$ cat config.mk
export PLATFORM = sky130hd
export DESIGN_NAME = stm_focus_sequencer
export DESIGN_NICKNAME = d
export VERILOG_FILES = /design/src/rtl/stm_focus_sequencer.sv
export SDC_FILE = /design/constraint.sdc
export NUM_CORES = 1
export LEC_CHECK = 0
export CAP_MARGIN = 10
export CORE_UTILIZATION = 48
export CTS_CLUSTER_SIZE = 8
export DETAILED_ROUTE_END_ITERATION = 8
export PLACE_DENSITY = 0.81
export SLEW_MARGIN = 30
export SYNTH_ARGS = -nofsm -noshare
export SYNTH_HDL_FRONTEND = slang
export SYNTH_SLANG_ARGS = --single-unit
$ cat constraint.sdc
create_clock -name CLK -period 4 [get_ports CLK]
set_input_delay 0.6 -clock CLK [delete_from_list [all_inputs] [get_ports CLK]]
set_output_delay 0.6 -clock CLK [all_outputs]
set_load 0.005 [all_outputs]
$ cat src/rtl/stm_focus_sequencer.sv
// ============================================================================
// Module   : stm_focus_sequencer
// Purpose  : Issues one focus-calculation per STM sample tick, tracks beat
//            completion, advances the focus index and swaps segments at wrap.
// Revision : 1.0 - initial release
// ============================================================================
`default_nettype none

module stm_focus_sequencer #(
    parameter int DEPTH     = 249,
    parameter int IDX_WIDTH = 16
) (
    input  logic                 CLK,
    input  logic                 RESET,
    input  logic                 ENABLE,
    input  logic                 UPDATE,
    input  logic                 REQ_SEGMENT,
    input  logic [IDX_WIDTH-1:0] CYCLE_0,
    input  logic [IDX_WIDTH-1:0] CYCLE_1,
    input  logic                 DOUT_VALID,
    input  logic                 CLR_OVERRUN,
    output logic                 START,
    output logic [IDX_WIDTH-1:0] IDX,
    output logic                 SEGMENT,
    output logic                 BUSY,
    output logic                 OVERRUN,
    output logic                 DONE
);

    localparam int              C_CNT_W = (DEPTH > 1) ? $clog2(DEPTH) : 1;
    localparam logic [C_CNT_W-1:0] C_LAST = C_CNT_W'(DEPTH - 1);

    typedef enum logic [0:0] {
        S_IDLE = 1'b0,
        S_RUN  = 1'b1
    } state_t;

    state_t               r_state;
    logic [C_CNT_W-1:0]   r_cnt;
    logic [IDX_WIDTH-1:0] r_idx;
    logic                 r_seg;
    logic                 r_start;
    logic                 r_ovr;

    logic                 w_last;
    logic                 w_ovr_set;
    logic [IDX_WIDTH-1:0] w_cycle;

    // Completion must be visible on the very beat that finishes the run.
    assign w_last    = (r_state == S_RUN) && DOUT_VALID && (r_cnt == C_LAST);
    assign w_ovr_set = UPDATE && (r_state == S_RUN);
    assign w_cycle   = r_seg ? CYCLE_1 : CYCLE_0;

    always_ff @(posedge CLK or posedge RESET) begin
        if (RESET) begin
            r_state <= S_IDLE;
            r_cnt   <= '0;
            r_idx   <= '0;
            r_seg   <= 1'b0;
            r_start <= 1'b0;
            r_ovr   <= 1'b0;
        end else begin
            r_start <= 1'b0;

            if (w_ovr_set) begin
                r_ovr <= 1'b1;
            end else if (CLR_OVERRUN) begin
                r_ovr <= 1'b0;
            end

            case (r_state)
                S_IDLE: begin
                    if (!ENABLE) begin
                        r_idx <= '0;
                        r_seg <= REQ_SEGMENT;
                    end else if (UPDATE) begin
                        r_start <= 1'b1;
                        r_cnt   <= '0;
                        r_state <= S_RUN;
                    end
                end
                S_RUN: begin
                    if (DOUT_VALID) begin
                        if (r_cnt == C_LAST) begin
                            r_cnt   <= '0;
                            r_state <= S_IDLE;
                            // >= also catches a cycle length that shrank below IDX
                            if (r_idx >= w_cycle) begin
                                r_idx <= '0;
                                r_seg <= REQ_SEGMENT;
                            end else begin
                                r_idx <= r_idx + IDX_WIDTH'(1);
                            end
                        end else begin
                            r_cnt <= r_cnt + C_CNT_W'(1);
                        end
                    end
                end
                default: r_state <= S_IDLE;
            endcase
        end
    end

    assign START   = r_start;
    assign IDX     = r_idx;
    assign SEGMENT = r_seg;
    assign BUSY    = (r_state == S_RUN);
    assign OVERRUN = r_ovr;
    assign DONE    = w_last;

endmodule

`default_nettype wire

## Word level (Yosys, flattened, before mapping)

Cells that the tools add are included.
Widths: inputs -> output; s select.

- Add/sub/neg operators: 2
- $lt $le $gt $ge: 1
- Eq/ne operators: 7
- Muxes and demuxes: 24
- Bitwise gates (word level): 1
- Reduce and logical (&&, ||, !) cells: 7

Operators by type and width:

| cell | count |
|---|---|
| $mux 16 | 5 |
| $mux 8 | 4 |
| $pmux 16 s2 | 1 |
| $add 16x1->16 const B | 1 |
| $ge 16x16->1 | 1 |
| $pmux 8 s2 | 1 |
| $mux 1 | 11 |
| $add 8x1->8 const B | 1 |
| $eq 8x8->1 const B | 1 |
| $ne 2x2->1 const B | 4 |
| $reduce_and 3->1 | 2 |
| $ne 2x1->1 const B | 2 |
| $pmux 1 s2 | 2 |
| $reduce_and 4->1 | 1 |
| $logic_and 1x1->1 | 3 |
| $reduce_bool 2->1 | 1 |
| $not 1->1 | 1 |

- Bits in registers: 28
- Bits of input ports: 39
- Output and inout port bits: 21
- Word-level logic and storage cells: 48

## Longest topological paths before layout

- Depth after elaboration: 6
- Mapped depth: 10
- Depth with buffers taken out: 7

## Least setup slack after synthesis

No wires, ideal clock.

- Kind: flip-flop to flip-flop
- Start: register r_seg, in the netlist SEGMENT
- End: register r_seg, in the netlist SEGMENT
- Setup time: 125 ps
- Arrival time: 2976 ps
- Required time: 3875 ps
- Setup slack: 899 ps
- Stages on the path, launching flop included: 10
- Path buffers: 2
- Clock period less this slack: 3101 ps
- Path through: dfrtp_1 -> clkbuf_1 -> clkbuf_1 -> mux2i_1 -> ha_1 -> nand4_1 -> nor3_1 -> a31oi_4 -> a31oi_4 -> mux2_4

- Longest elaborated chain between the ends: 4

Ends and longest elaborated chain:

| item | line | text |
|---|---|---|
| start, declared | 41 | `logic r_seg;` |
| start signal, assigned | 59 | `r_seg <= 1'b0;` |
| start signal, assigned | 75 | `r_seg <= REQ_SEGMENT;` |
| start signal, assigned | 90 | `r_seg <= REQ_SEGMENT;` |
| $mux 16 | 52 | `assign w_cycle = r_seg ? CYCLE_1 : CYCLE_0;` |
| $ge 16x16->1 | 88 | `if (r_idx >= w_cycle) begin` |
| $ne 2x1->1 (no source line) | n/a |  |
| $reduce_and 4->1 (no source line) | n/a |  |

No other way between the ends.
A chain may end at the register's enable or synchronous reset.

## Worst setup path after layout

Ends and elaborated chain as after synthesis.

==> reports/metrics.yaml <==
status: "completed"
synth_cell_type_count: 41
synth_largest_area_cell: "dfrtp_1"
rsz0062_at_grt: "false"
syn_nets: 287
antenna_found_initial: 0
critPathKind: "flop to flop"
synth_top_area_share_pct: 33.7
max_freq_mhz: 307
cpPeakStageDelay_ps: 630
critPathLaunchType: "flop"
arrival_ps: 3430
drtIter0Drc: 169
fin_nets: 345
use_met2_pct: 39.9
numPortBuffers: 59
cts_buffers: 3
path_cells: "buf_4 > mux2i_1 > ha_1 > nand4_1 > nor3_1 > o21ai_1 > a31oi_4 > mux2_4"
ys_warn_count: 0
post_cts_resized: 0
vias: 1949
regArea_um2: 701
tns_ps: 0
clock_path_buffers: 2
wl_mm: 5.07
hold_viol: 0
maxSlewViolCount: 0
cp-end-kind: "flop"
synthArstFlopShare_pct: 100
place_congestion: 0.796
cap_violations: 0
via_per_inst: 5.80
grt_pass1_vias: 1858
avgSynthCellArea_um2: 9.08
finish.utilization_pct: 67.8
top_usage_layer: "met2"
cts_root_buf: "clkbuf_8"
dr.pass1.iters: 4
p_leak_nw: 1.21
drive_above_1_share_pct: 5.24
synth.area.top_cells: "dfrtp_1, ha_1, mux2i_1"
gr-usage-met1_pct: 33.1
slew_headroom_pct: 33.7
area_growth_pct: 33.3
skew_ps: 2.68
critical_path_required_ps: 4170
cp_slowest_cell: "dfrtp_1"
ys_ff_latch: 28
synthCells: 229
cts_tree: "yes"
mappedNetlistArea_um2: 2080
drc_errors: 0
layout.cells.most_common: "clkdlybuf4s50_1"
clock_latency_ps: 280
coreArea_um2: 4090
die_y_um: 67.8
n_fill_cell: 349
grt.overflow.total: 0
pwr_density_cell_nw_per_um2: 287
synth_edf_count: 0
routedWlPerCell_um: 15.1
grt_usage_pct: 24.4
rows: 23
finalCriticalPeriod_ps: 3260
dp_hpwl_mm: 3.97
synthFlopType: "dfrtp_1"
synth-seq-area-share_pct: 33.7
post-route-period-util_pct: 81.5
fp.dieW_um: 67.8
die_area_um2: 4600
hold_buffers: 0
ant_nets: 0
boundaryPins: 60
report.final.setup_viol: 0
tightest_slew_ps: 970
peakVddDrop_v: 0.000292
grt_max_degree: 29
use_met3_pct: 2.17
final_cell_mix: "clkdlybuf4s50_1, dfrtp_1, nand4_1"
multi_input_area_um2: 1330
clock_sinks: 28
cts.clk_slew.worst_paths_ps: 100
grt_pass1_wl_mm: 8.43
h-tree-depth: 1
cts_setup_buffers: 0
hp-class: "flop to flop"
initial_utilization_pct: 50.9
crit_fanout: 13
n_antenna_cell: 0
layer usage:
| layer | vias to the layer above | part of all wire (%) |
|---|---|---|
| met3 | 8 | 4.9 |
| met5 | - | 0 |
| met2 | 55 | 46 |
| met1 | 927 | 47 |
| met4 | 0 | 2.0 |
| li1 | 959 | - |
metrics by stage:
stage               instance area, um^2  hold slack, ps  instances  setup slack (ps)  total power [W]
CTS                                2770             535        336               721         0.000801
detailed placement                 2720             519        332               608         0.000624
floorplan                          2080             471        229               899         0.000521
global route                       2770             558        336               448         0.000851
finish                             2770             528        336               740         0.000796
global placement                   2710             504        332               684         0.000611
cell families after synthesis:
family          after synthesis  share of synthesized area (%)
compound gates               30                           10.9
flops                        28                           33.7
buf+inv                      14                           2.71
fa+ha+maj                    19                           11.4
simple gates                109                           27.7
xor+xnor                     12                           5.05
mux                          17                           8.48
cell usage after synthesis, types with 2 or more instances:
| cell | count |
|---|---|
| ha_1 | 19 |
| xor2_1 | 9 |
| and4_1 | 2 |
| a21oi_1 | 6 |
| nor2_1 | 22 |
| nand3_1 | 14 |
| a211oi_1 | 3 |
| nand2_1 | 19 |
| a31oi_4 | 2 |
| or3_1 | 2 |
| xnor2_1 | 3 |
| mux2i_1 | 15 |
| inv_1 | 7 |
| clkbuf_1 | 6 |
| o21ai_0 | 11 |
| nor2b_1 | 2 |
| nor3_1 | 6 |
| and3b_1 | 2 |
| dfrtp_1 | 28 |
| and2_1 | 4 |
| and3_1 | 5 |
| nand4_1 | 23 |
registers in the layout (all words and copies together) (netlist names):
name     cells
IDX         16
OVERRUN      1
r_cnt        8
BUSY         1
START        1
SEGMENT      1
area by class of cell:
cell class                      instances  share of cell area, %
Sequential cell                        28                   25.3
Clock buffer                            4                   1.99
Inverter                                7                  0.948
Multi-Input combinational cell        187                   47.9
Timing Repair Buffer                   60                   21.6
Tap cell                               50                   2.26
critical path: cells and delay by family (launching register included):
| family | cells | cell delay (ps) |
|---|---|---|
| muxes | 2 | 430 |
| DFF | 1 | 630 |
| AOI/OAI and AO/OA | 2 | 900 |
| buffers and inverters | 1 | 290 |
| adders and majority gates | 1 | 310 |
| and+or+nand+nor | 2 | 590 |
worst paths after layout:
| path | start | endpoint | slack, ps | cells past startpoint |
|---|---|---|---|---|
| max in group asynchronous | RESET | IDX[10] | 2930 | 2 |
| setup reg to reg | SEGMENT | SEGMENT | 740 | 8 |
| hold reg to reg | OVERRUN | OVERRUN | 530 | 2 |
| hold / removal | OVERRUN | OVERRUN | 530 | 2 |
| setup / recovery | SEGMENT | SEGMENT | 740 | 8 |
| min in group asynchronous | RESET | r_cnt[3] | 690 | 2 |
report_power, final:
group / leakage, nW / internal (W) / switching [W]
combinational: 0.834 / 0.000138 / 0.000104
sequential: 0.348 / 0.000319 / 0.0000569
clock: 0.0288 / 0.0000883 / 0.0000895
(Power assumes the default switching activity.)
